**config.mk**
```make
export PLATFORM = sky130hd
export DESIGN_NAME = seg_scan_ctrl_flat
export DESIGN_NICKNAME = d
export VERILOG_FILES = /design/src/rtl/seg_scan_ctrl_if.sv /design/src/rtl/seg_scan_ctrl.sv /design/src/flat_wrapper.sv
export SDC_FILE = /design/constraint.sdc
export NUM_CORES = 1
export LEC_CHECK = 0
export ABC_AREA = 1
export CAP_MARGIN = 20
export CORE_ASPECT_RATIO = 1.2
export CORE_MARGIN = 3
export CORE_UTILIZATION = 58
export CTS_CLUSTER_DIAMETER = 150
export DETAILED_ROUTE_END_ITERATION = 10
export GPL_ROUTABILITY_DRIVEN = 0
export PLACE_DENSITY = 0.82
export SYNTH_ARGS = -nofsm -noshare
export SYNTH_HDL_FRONTEND = slang
export SYNTH_SLANG_ARGS = --single-unit
export TNS_END_PERCENT = 10
```
**constraint.sdc**
```tcl
create_clock -name clk -period 3.5 [get_ports clk]
set_input_delay 0.525 -clock clk [delete_from_list [all_inputs] [get_ports clk]]
set_output_delay 0.525 -clock clk [all_outputs]
set_load 0.05 [all_outputs]
```
**src/rtl/seg_scan_ctrl_if.sv**
```systemverilog
// MMIO register-file bus for the seven-segment scan controller.
// The decoder side drives select/strobe/address/data; the controller returns read data.
interface seg_scan_ctrl_if;
  logic        cs;
  logic        wr;
  logic [1:0]  addr;
  logic [15:0] wdata;
  logic [15:0] rdata;

  modport master (output cs, output wr, output addr, output wdata, input rdata);
  modport slave  (input cs, input wr, input addr, input wdata, output rdata);
endinterface

```
**src/rtl/seg_scan_ctrl.sv**
```systemverilog
// Seven-segment multiplexed display controller.
// Shows a 32-bit value as hex nibbles or, after a shift-and-add-3 conversion,
// as decimal digits, with per-digit enable mask, leading-zero blanking and blink.
module seg_scan_ctrl #(
  parameter int DIGITS    = 8,
  parameter int SCAN_DIV  = 100000,
  parameter int BLINK_DIV = 25000000
) (
  input  logic              clk,
  input  logic              rst,
  seg_scan_ctrl_if.slave    bus,
  output logic [DIGITS-1:0] an,
  output logic [7:0]        seg,
  output logic              busy
);
  localparam int SCAN_W  = $clog2(SCAN_DIV);
  localparam int BLINK_W = $clog2(BLINK_DIV);
  localparam int IDX_W   = $clog2(DIGITS);

  // Active-low segment pattern for one hex digit; dp stays off.
  function automatic logic [7:0] glyph(input logic [3:0] d);
    case (d)
      4'h0: glyph = 8'hC0;
      4'h1: glyph = 8'hF9;
      4'h2: glyph = 8'hA4;
      4'h3: glyph = 8'hB0;
      4'h4: glyph = 8'h99;
      4'h5: glyph = 8'h92;
      4'h6: glyph = 8'h82;
      4'h7: glyph = 8'hF8;
      4'h8: glyph = 8'h80;
      4'h9: glyph = 8'h90;
      4'hA: glyph = 8'h88;
      4'hB: glyph = 8'h83;
      4'hC: glyph = 8'hC6;
      4'hD: glyph = 8'hA1;
      4'hE: glyph = 8'h86;
      4'hF: glyph = 8'h8E;
      default: glyph = 8'hFF;
    endcase
  endfunction

  // Add 3 to every BCD digit that is 5 or more, ahead of the next left shift.
  function automatic logic [39:0] bcd_adjust(input logic [39:0] b);
    logic [39:0] r;
    r = 40'h0;
    for (int i = 0; i < 10; i++) begin
      r[4*i +: 4] = (b[4*i +: 4] >= 4'd5) ? (b[4*i +: 4] + 4'd3) : b[4*i +: 4];
    end
    return r;
  endfunction

  logic [31:0]        val_r;
  logic               mode_r, blink_en_r, lzs_r;
  logic [7:0]         mask_r;
  logic [31:0]        bin_r;
  logic [39:0]        bcd_r;
  logic [4:0]         bit_cnt_r;
  logic               busy_r;
  logic [31:0]        disp_r;
  logic               ovf_r;
  logic [SCAN_W-1:0]  scan_cnt_r;
  logic [IDX_W-1:0]   idx_r;
  logic [BLINK_W-1:0] blink_cnt_r;
  logic               phase_r;
  logic [DIGITS-1:0]  an_r;
  logic [7:0]         seg_r;

  logic [31:0]        val_nxt_s;
  logic               mode_nxt_s, blink_nxt_s, lzs_nxt_s;
  logic [7:0]         mask_nxt_s;
  logic               reg_wr_s;
  logic [15:0]        rdata_s;
  logic [39:0]        bcd_adj_s, bcd_shift_s;
  logic               bcd_ovf_s, commit_s;
  logic [3:0]         cur_dig_s;
  logic [IDX_W-1:0]   hi_dig_s;
  logic               blank_s;
  logic [DIGITS-1:0]  an_nxt_s;
  logic [7:0]         seg_nxt_s;

  // Read mux; STATUS reports busy, unimplemented CTRL bits read as zero.
  always_comb begin
    rdata_s = 16'h0000;
    if (bus.cs) begin
      case (bus.addr)
        2'd0:    rdata_s = val_r[15:0];
        2'd1:    rdata_s = val_r[31:16];
        2'd2:    rdata_s = {mask_r, 5'b00000, lzs_r, blink_en_r, mode_r};
        2'd3:    rdata_s = {15'h0000, busy_r};
        default: rdata_s = 16'h0000;
      endcase
    end else begin
      rdata_s = 16'h0000;
    end
  end

  assign bus.rdata = rdata_s;

  // Next register contents after a bus write; STATUS writes change nothing.
  always_comb begin
    val_nxt_s   = val_r;
    mode_nxt_s  = mode_r;
    blink_nxt_s = blink_en_r;
    lzs_nxt_s   = lzs_r;
    mask_nxt_s  = mask_r;
    reg_wr_s    = 1'b0;
    if (bus.cs && bus.wr) begin
      case (bus.addr)
        2'd0: begin
          val_nxt_s[15:0] = bus.wdata;
          reg_wr_s        = 1'b1;
        end
        2'd1: begin
          val_nxt_s[31:16] = bus.wdata;
          reg_wr_s         = 1'b1;
        end
        2'd2: begin
          mode_nxt_s  = bus.wdata[0];
          blink_nxt_s = bus.wdata[1];
          lzs_nxt_s   = bus.wdata[2];
          mask_nxt_s  = bus.wdata[15:8];
          reg_wr_s    = 1'b1;
        end
        default: reg_wr_s = 1'b0;
      endcase
    end else begin
      reg_wr_s = 1'b0;
    end
  end

  // One double-dabble step plus overflow detection on the digits we cannot show.
  always_comb begin
    bcd_adj_s   = bcd_adjust(bcd_r);
    bcd_shift_s = {bcd_adj_s[38:0], bin_r[31]};
    bcd_ovf_s   = 1'b0;
    for (int i = 0; i < 10; i++) begin
      bcd_ovf_s = bcd_ovf_s | ((i >= DIGITS) && (bcd_shift_s[4*i +: 4] != 4'h0));
    end
    commit_s = busy_r && mode_nxt_s && !reg_wr_s && (bit_cnt_r == 5'd31);
  end

  // Registers, conversion sequencing and the atomically-updated display digits.
  always_ff @(posedge clk) begin
    if (rst) begin
      val_r      <= 32'h0000_0000;
      mode_r     <= 1'b0;
      blink_en_r <= 1'b0;
      lzs_r      <= 1'b0;
      mask_r     <= 8'hFF;
      bin_r      <= 32'h0000_0000;
      bcd_r      <= 40'h0;
      bit_cnt_r  <= 5'd0;
      busy_r     <= 1'b0;
      disp_r     <= 32'h0000_0000;
      ovf_r      <= 1'b0;
    end else begin
      val_r      <= val_nxt_s;
      mode_r     <= mode_nxt_s;
      blink_en_r <= blink_nxt_s;
      lzs_r      <= lzs_nxt_s;
      mask_r     <= mask_nxt_s;
      if (reg_wr_s && mode_nxt_s) begin
        // Any value/CTRL write in decimal mode (re)starts from the new value.
        busy_r    <= 1'b1;
        bin_r     <= val_nxt_s;
        bcd_r     <= 40'h0;
        bit_cnt_r <= 5'd0;
      end else if (busy_r && mode_nxt_s) begin
        bin_r     <= {bin_r[30:0], 1'b0};
        bcd_r     <= bcd_shift_s;
        bit_cnt_r <= bit_cnt_r + 5'd1;
        busy_r    <= (bit_cnt_r != 5'd31);
      end else begin
        busy_r <= 1'b0;
      end
      if (!mode_nxt_s) begin
        disp_r <= val_nxt_s;
        ovf_r  <= 1'b0;
      end else if (commit_s) begin
        disp_r <= bcd_shift_s[31:0];
        ovf_r  <= bcd_ovf_s;
      end else begin
        disp_r <= disp_r;
        ovf_r  <= ovf_r;
      end
    end
  end

  // Pattern for the digit currently selected by the scan index.
  always_comb begin
    cur_dig_s = 4'h0;
    hi_dig_s  = '0;
    for (int i = 0; i < DIGITS; i++) begin
      hi_dig_s  = (disp_r[4*i +: 4] != 4'h0) ? IDX_W'(i) : hi_dig_s;
      cur_dig_s = (idx_r == IDX_W'(i)) ? disp_r[4*i +: 4] : cur_dig_s;
    end
    blank_s  = lzs_r && !ovf_r && (idx_r > hi_dig_s);
    an_nxt_s = '1;
    if (mask_r[idx_r] && !blank_s && (phase_r || !blink_en_r)) begin
      an_nxt_s[idx_r] = 1'b0;
    end else begin
      an_nxt_s = '1;
    end
    seg_nxt_s = ovf_r ? 8'hBF : glyph(cur_dig_s);
  end

  // Scan and blink timebases plus the registered digit/segment drivers.
  always_ff @(posedge clk) begin
    if (rst) begin
      scan_cnt_r  <= '0;
      idx_r       <= '0;
      blink_cnt_r <= '0;
      phase_r     <= 1'b1;
      an_r        <= '1;
      seg_r       <= 8'hFF;
    end else begin
      if (scan_cnt_r == SCAN_W'(SCAN_DIV - 1)) begin
        scan_cnt_r <= '0;
        idx_r      <= (idx_r == IDX_W'(DIGITS - 1)) ? '0 : idx_r + IDX_W'(1);
      end else begin
        scan_cnt_r <= scan_cnt_r + SCAN_W'(1);
      end
      if (blink_cnt_r == BLINK_W'(BLINK_DIV - 1)) begin
        blink_cnt_r <= '0;
        phase_r     <= ~phase_r;
      end else begin
        blink_cnt_r <= blink_cnt_r + BLINK_W'(1);
      end
      an_r  <= an_nxt_s;
      seg_r <= seg_nxt_s;
    end
  end

  assign an   = an_r;
  assign seg  = seg_r;
  assign busy = busy_r;
endmodule

```
**src/flat_wrapper.sv**
```systemverilog
// flat-port wrapper written by rule: the top's interface ports become plain ports
module seg_scan_ctrl_flat 
#(
  parameter int DIGITS    = 8,
  parameter int SCAN_DIV  = 100000,
  parameter int BLINK_DIV = 25000000
)
  (clk, rst, an, seg, busy, bus_cs, bus_wr, bus_addr, bus_wdata, bus_rdata);
  seg_scan_ctrl_if bus_i ();
  input  logic clk;
  input  logic rst;
  output logic [DIGITS-1:0] an;
  output logic [7:0] seg;
  output logic busy;
  input wire logic [$bits(bus_i.cs)-1:0] bus_cs;
  input wire logic [$bits(bus_i.wr)-1:0] bus_wr;
  input wire logic [$bits(bus_i.addr)-1:0] bus_addr;
  input wire logic [$bits(bus_i.wdata)-1:0] bus_wdata;
  output wire logic [$bits(bus_i.rdata)-1:0] bus_rdata;
  assign bus_i.cs = bus_cs;
  assign bus_i.wr = bus_wr;
  assign bus_i.addr = bus_addr;
  assign bus_i.wdata = bus_wdata;
  assign bus_rdata = bus_i.rdata;
  seg_scan_ctrl #(.DIGITS(DIGITS), .SCAN_DIV(SCAN_DIV), .BLINK_DIV(BLINK_DIV)) u_core (.clk(clk), .rst(rst), .bus(bus_i), .an(an), .seg(seg), .busy(busy));
endmodule
```
# [Word-level counts from Yosys, hierarchy flattened]
# Memory sizes are Yosys's and may differ from the RTL's.
# Cells that the tools add are included.
[totals] regBits=216 romBits=112 out_inout_bits=33 elab_cells=147 mem_count=1
[memory_table] memory="(name not given)" words=16 word_bits=7 rd=1 rd_ports_with_merged_regs=0 wr=0 line_no="seg_scan_ctrl.sv:22" rtl="case (d)"
[op_classes] n_addsub=14 order_cmp=13 n_eq_ne=15 n_mux=46 bitwise=5 reduce_logical=35
[ops] op="2-to-1 mux 32 bit" count=5
[ops] op="2-to-1 mux 4 bit" count=17
[ops] op="one-hot mux 16 bit (4 select lines)" count=1
[ops] op="2-to-1 mux 16 bit" count=3
[ops] op=">= comparator 4 x 3 -> 1 bit (second input constant)" count=10
[ops] op="adder 4 x 2 -> 4 bit (second input constant)" count=9
[ops] op="nonzero test 4 bit" count=9
[ops] op="adder 25 x 1 -> 25 bit (second input constant)" count=1
[ops] op="== test 25 bit (second input constant)" count=1
[ops] op="2-to-1 mux 3 bit" count=8
[ops] op="adder 17 x 1 -> 17 bit (second input constant)" count=1
[ops] op="== test 17 bit (second input constant)" count=1
[ops] op="== test 3 bit (second input constant)" count=4
[ops] op="OR reduction 2 bit" count=6
[ops] op="logical AND 1 bit" count=10
[ops] op="2-to-1 mux 1 bit" count=9
[ops] op="NOT 8 bit" count=1
[ops] op="2-to-1 mux 7 bit" count=1
[ops] op="== test 3 x 2 -> 1 bit (second input constant)" count=2
[ops] op="adder 5 x 1 -> 5 bit (second input constant)" count=1
[ops] op="== test 5 bit (second input constant)" count=1
[ops] op="!= test 5 bit (second input constant)" count=1
[ops] op="== test 2 bit (second input constant)" count=2
[ops] op="logical NOT 1 bit" count=4
[ops] op="18 further kinds" count=20

# [Longest topological paths before layout]
[depth] depth_word=15 mapped_depth=17

# [Least setup slack after synthesis]
# No wires, ideal clock.
[synth_path] path_kind="register -> register" startpoint="register u_core.idx_r[1]" endpoint="register u_core.seg_r[6] (netlist: u_core.seg[6])" arrival_time_ps=2482 t_required_ps=3374 slack_ps=893 path_stages_with_launch=18 path_buffers=0 period_less_slack_ps=2607 cell_sequence="dfxtp_1 > clkinv_1 > ha_1 > inv_1 > nor2_1 > nand2_1 > nand3_1 > nand2_1 > nand2_1 > nand2_1 > nand2_1 > a21boi_0 > inv_1 > ha_1 > nand2_1 > nand3_1 > nand2_1 > nand2_1"
[synth_via] elab_chain_len=11 word_cells_on_any_way=18 classes_between="7 x eq/ne; 9 x mux; 1 x reduce/logical; 1 x memory"
[synth_rtl] item="start, declared" line_no="seg_scan_ctrl.sv:63" rtl="logic [IDX_W-1:0] idx_r;"
[synth_rtl] item="start signal, assigned" line_no="seg_scan_ctrl.sv:220" rtl="idx_r <= (idx_r == IDX_W'(DIGITS - 1)) ? '0 : idx_r + IDX_W'(1);"
[synth_rtl] item="logical NOT 3 bit" line_no="seg_scan_ctrl.sv:196" rtl="cur_dig_s = (idx_r == IDX_W'(i)) ? disp_r[4*i +: 4] : cur_dig_s;"
[synth_rtl] item="2-to-1 mux 4 bit (7 in a row)" line_no="seg_scan_ctrl.sv:196"
[synth_rtl] item="2-to-1 mux 4 bit *" line_no="seg_scan_ctrl.sv:196"
[synth_rtl] item="memory read (16 x 7 bit) *"
[synth_rtl] item="2-to-1 mux 7 bit *" line_no="seg_scan_ctrl.sv:205" rtl="seg_nxt_s = ovf_r ? 8'hBF : glyph(cur_dig_s);"
[synth_rtl] item="end signal, assigned" line_no="seg_scan_ctrl.sv:231" rtl="seg_r <= seg_nxt_s;"
[synth_rtl] item="end, declared" line_no="seg_scan_ctrl.sv:67" rtl="logic [7:0] seg_r;"
# Mark *: on every way between the ends. The rest lies on a longest branch, timed or not.
# A chain may end at the register's enable or synchronous reset.

# [Worst setup path after layout]
[layout_path] startpoint="input bus_addr[1]" endpoint="output bus_rdata[13]"
[layout_via] elab_chain_len=3 word_cells_on_any_way=6 classes_between="3 x eq/ne; 2 x mux; 1 x reduce/logical"
[layout_rtl] item="start, declared" line_no="flat_wrapper.sv:17" rtl="input wire logic [$bits(bus_i.addr)-1:0] bus_addr;"
[layout_rtl] item="== test 2 bit (tied with other cells)" line_no="seg_scan_ctrl.sv:86" rtl="case (bus.addr)"
[layout_rtl] item="one-hot mux 16 bit (4 select lines) *" line_no="seg_scan_ctrl.sv:86"
[layout_rtl] item="2-to-1 mux 16 bit *" line_no="seg_scan_ctrl.sv:85" rtl="if (bus.cs) begin"
[layout_rtl] item="end, declared" line_no="flat_wrapper.sv:19" rtl="output wire logic [$bits(bus_i.rdata)-1:0] bus_rdata;"
# Marked as above.

==> impl_metrics.env <==
export IMPL_outcome="finished, final reports clean"
export IMPL_rows=53
export IMPL_drtIter0Drc=980
export IMPL_antenna_left=0
export IMPL_synth_cell_types=45
export IMPL_rrSetupSlack_ns=0.50
export IMPL_num_nets_final=1636
export IMPL_cts_tree="built"
export IMPL_criticalPathCategory="in2out"
export IMPL_antenna_found_initial=0
export IMPL_switching_share_pct=23.0
export IMPL_worstSetupEndpointType="primary output"
export IMPL_die_h_um=155
export IMPL_ioPinCount=55
export IMPL_syn_avg_cell_area_um2=6.99
export IMPL_clk_latency_ns=0.50
export IMPL_synth_main_ff_cell="dfxtp_1"
export IMPL_hold_worst_slack_ns=0.336
export IMPL_fin_setup_tns_ns=0
export IMPL_die_area_um2=20200
export IMPL_reg2reg_to="u_core.seg[6]"
export IMPL_post_route_drc_count=0
export IMPL_synth_area_top_cells="dfxtp_1 (40%), nand2_1 (11%), inv_1 (6.8%), nor2_1 (6.1%), a21oi_1 (5.1%)"
export IMPL_finalWirelength_um=27500
export IMPL_die_x_um=130
export IMPL_worstRegToRegCells=17
export IMPL_r2r_start="u_core.idx_r[1]"
export IMPL_fmax_mhz=317
export IMPL_ys_ff_latch=215
export IMPL_fillers=1442
export IMPL_track_usage_pct=27.2
export IMPL_skew_ns=0.00822
export IMPL_comb_power_share_pct=7.8
export IMPL_cp_required_ns=2.97
export IMPL_worstSetupStartpointType="input port"
export IMPL_grtUsageMet3_pct=3.98
export IMPL_rsz0062_at_grt="false"
export IMPL_switchingPower_mw=1.30
export IMPL_routedWlPerCell_um=15.2
export IMPL_power_density_nw_per_um2=458
export IMPL_p_int_mw=4.36
export IMPL_sequentialPowerShare_pct=44.6
export IMPL_hold_path_end="u_core.seg[6]"
export IMPL_syn_area_um2=10800
export IMPL_fin_crit_ns=3.16
export IMPL_cts_num_sinks=215
export IMPL_synth_edff_count=0
export IMPL_grt_pass1_wl_um=45800
export IMPL_dr_pass1_iters=7
export IMPL_min_path_type="in2reg"
export IMPL_ys_seq_area_share_pct=40.0
export IMPL_io_buffers=53
export IMPL_min_from="rst"
export IMPL_tightest_slew_ns=1.00
export IMPL_grt_busiest_layer="met2"
export IMPL_clockRootBuffer="clkbuf_16"
export IMPL_cts_buffer_depth=3
export IMPL_use_met1_pct=37.3
export IMPL_core_um2=17800
export IMPL_p_leak_nw=5.12
export IMPL_syn_nets=1600
export IMPL_grtUsageMet2_pct=43.1
export IMPL_period_share_pct=90.2
export IMPL_cts_buffers=22
export IMPL_path_cells="clkdlybuf4s50_1 -> nor2_1 -> clkinv_1 -> o221ai_1 -> nand2_1 -> inv_1 -> buf_12"
export IMPL_finalSetupViolCount=0
export IMPL_path_clk_slew_ns=0.06
export IMPL_slowest_stage="clkdlybuf4s50_1"
export IMPL_grt_max_degree=84
export IMPL_routed_via_count=10300
export IMPL_grt_pass1_vias=9594
export IMPL_syn2layout_area_growth_pct=15.1
export IMPL_grt_overflow_total=0
export IMPL_yosysTopAreaCell="dfxtp_1"
export IMPL_hold_viol_final=0
export IMPL_cts_htree_levels=1
export IMPL_worstHoldPathCells=3
export IMPL_dp_hpwl_um=19300
export IMPL_synth_top_area_share_pct=40.0
export IMPL_syn_inst=1539
export IMPL_drv_slew=0
export IMPL_vias_per_cell=5.67
export IMPL_synthArstFlopShare_pct=0
export IMPL_drive_above_1_share_pct=6.66
export IMPL_arrival_ns=2.63
export IMPL_cp_max_fo=10
export IMPL_ir_drop_mv=0.376
export IMPL_clkPwrFrac_pct=47.6
export IMPL_synth_warnings=0
export IMPL_drv_cap=0
export IMPL_antennaDiodeCount=0
export IMPL_maxSlewHeadroom_pct=33.0
export IMPL_cp_slowest_stage_delay_ns=0.49
export IMPL_start_util_pct=60.3
power by group through the flow:
| stage | Combinational [mW] | Clock (mW) | Sequential, mW |
|---|---|---|---|
| final | 0.439 | 2.70 | 2.53 |
| after global routing | 0.480 | 2.82 | 2.53 |
| after CTS | 0.434 | 2.71 | 2.53 |
| after detailed placement | 0.430 | 0 | 2.58 |
| after global placement | 0.423 | 0 | 2.58 |
| after floorplan | 0.252 | 0 | 2.60 |
per-layer routing:
layer	wire length (um)	part of all wire [%]
met5	0	0
met4	994	3.6
met3	2080	7.5
met2	12400	45
met1	12000	44
cell usage after synthesis, types with 9 or more instances:
library cell / n
ha_1: 39
a31oi_1: 33
o21a_1: 9
o21ai_0: 109
a211oi_1: 18
nor2_1: 174
nand3_1: 64
xor2_1: 18
nor3_1: 37
o211ai_1: 14
nand4_1: 11
or2_2: 18
clkbuf_1: 30
inv_1: 196
buf_2: 20
nor4_1: 20
a21oi_1: 109
dfxtp_1: 215
nand2_1: 328
repair_timing:
action	in CTS	in global routing
resized for setup	0	1
buffers inserted	0	0
hold buffers	0	0
endpoints found under the setup margin	0	4
state kept, by name, summed over array words and instances, names as in the netlist, 8 cells and up:
signal and count:
u_core.scan_cnt_r 17, u_core.bin_r 32, u_core.mask_r 8, u_core.bcd_r 40, u_core.blink_cnt_r 25, u_core.an 8, u_core.disp_r 32, u_core.val_r 32
cells by family after synthesis:
| kind of cell | Yosys count | synth area share, % |
|---|---|---|
| adder cells (fa/ha/maj) | 39 | 4.54 |
| buffers and inverters | 266 | 9.83 |
| XOR/XNOR | 19 | 1.55 |
| AND/OR/NAND/NOR | 678 | 26.9 |
| flip-flops | 215 | 40.0 |
| AO/OA/AOI/OAI | 321 | 17.1 |
| other | 1 | 0.0349 |
worst max-delay path: cells and delay by family:
family,cells,cell delay [ns]
AO/OA/AOI/OAI,1,0.34
buffers and inverters,4,1.19
AND/OR/NAND/NOR,2,0.58
cells in the final DEF, fill, tap and decap left out, types with 19 or more instances in the layout:
cell type	n
buf_4	19
ha_1	39
clkbuf_16	23
nand3_1	64
nor4_1	20
clkdlybuf4s50_1	41
a21oi_1	109
dfxtp_1	215
nor2_1	174
nand2_1	328
inv_1	196
o21ai_0	109
nor3_1	37
a31oi_1	33
layout make-up:
cell class / instances / area, um2 / share of cell area [%]
sequential: 215 / 4300 / 34.8
multi-input combinational: 1058 / 5390 / 43.6
inverter: 206 / 773 / 6.25
clock inverter: 9 / 174 / 1.41
tap: 220 / 275 / 2.22
timing repair buffer: 72 / 778 / 6.29
clock buffer: 31 / 676 / 5.46
worst max path at each step:
| stage | startpoint | depth (start not counted) | slack [ns] | to |
|---|---|---|---|---|
| detailed placement | u_core.idx_r[1] | 17 | 0.31 | u_core.seg[6] |
| global route | u_core.idx_r[1] | 17 | 0.15 | u_core.seg[3] |
| floorplan | u_core.idx_r[1] | 17 | 0.89 | u_core.seg[6] |
| CTS | u_core.idx_r[1] | 17 | 0.30 | u_core.seg[6] |
| finish | bus_addr[1] | 7 | 0.34 | bus_rdata[13] |
| global placement | u_core.idx_r[0] | 15 | 0.40 | u_core.seg[6] |
through the flow:
stage	instance area (um2)	power [mW]	setup WS, ns	instances	util, %
6_report	12400	5.66	0.344	1811	69.4
3_3_place_gp	11500	3.00	0.397	1771	64.6
4_1_cts	12400	5.67	0.296	1811	69.4
2_1_floorplan	10800	2.85	0.893	1539	-
5_1_grt	12400	5.83	0.148	1811	69.4
3_5_place_dp	11500	3.01	0.306	1771	64.6
Note: power is estimated with default switching activity, not from simulation.
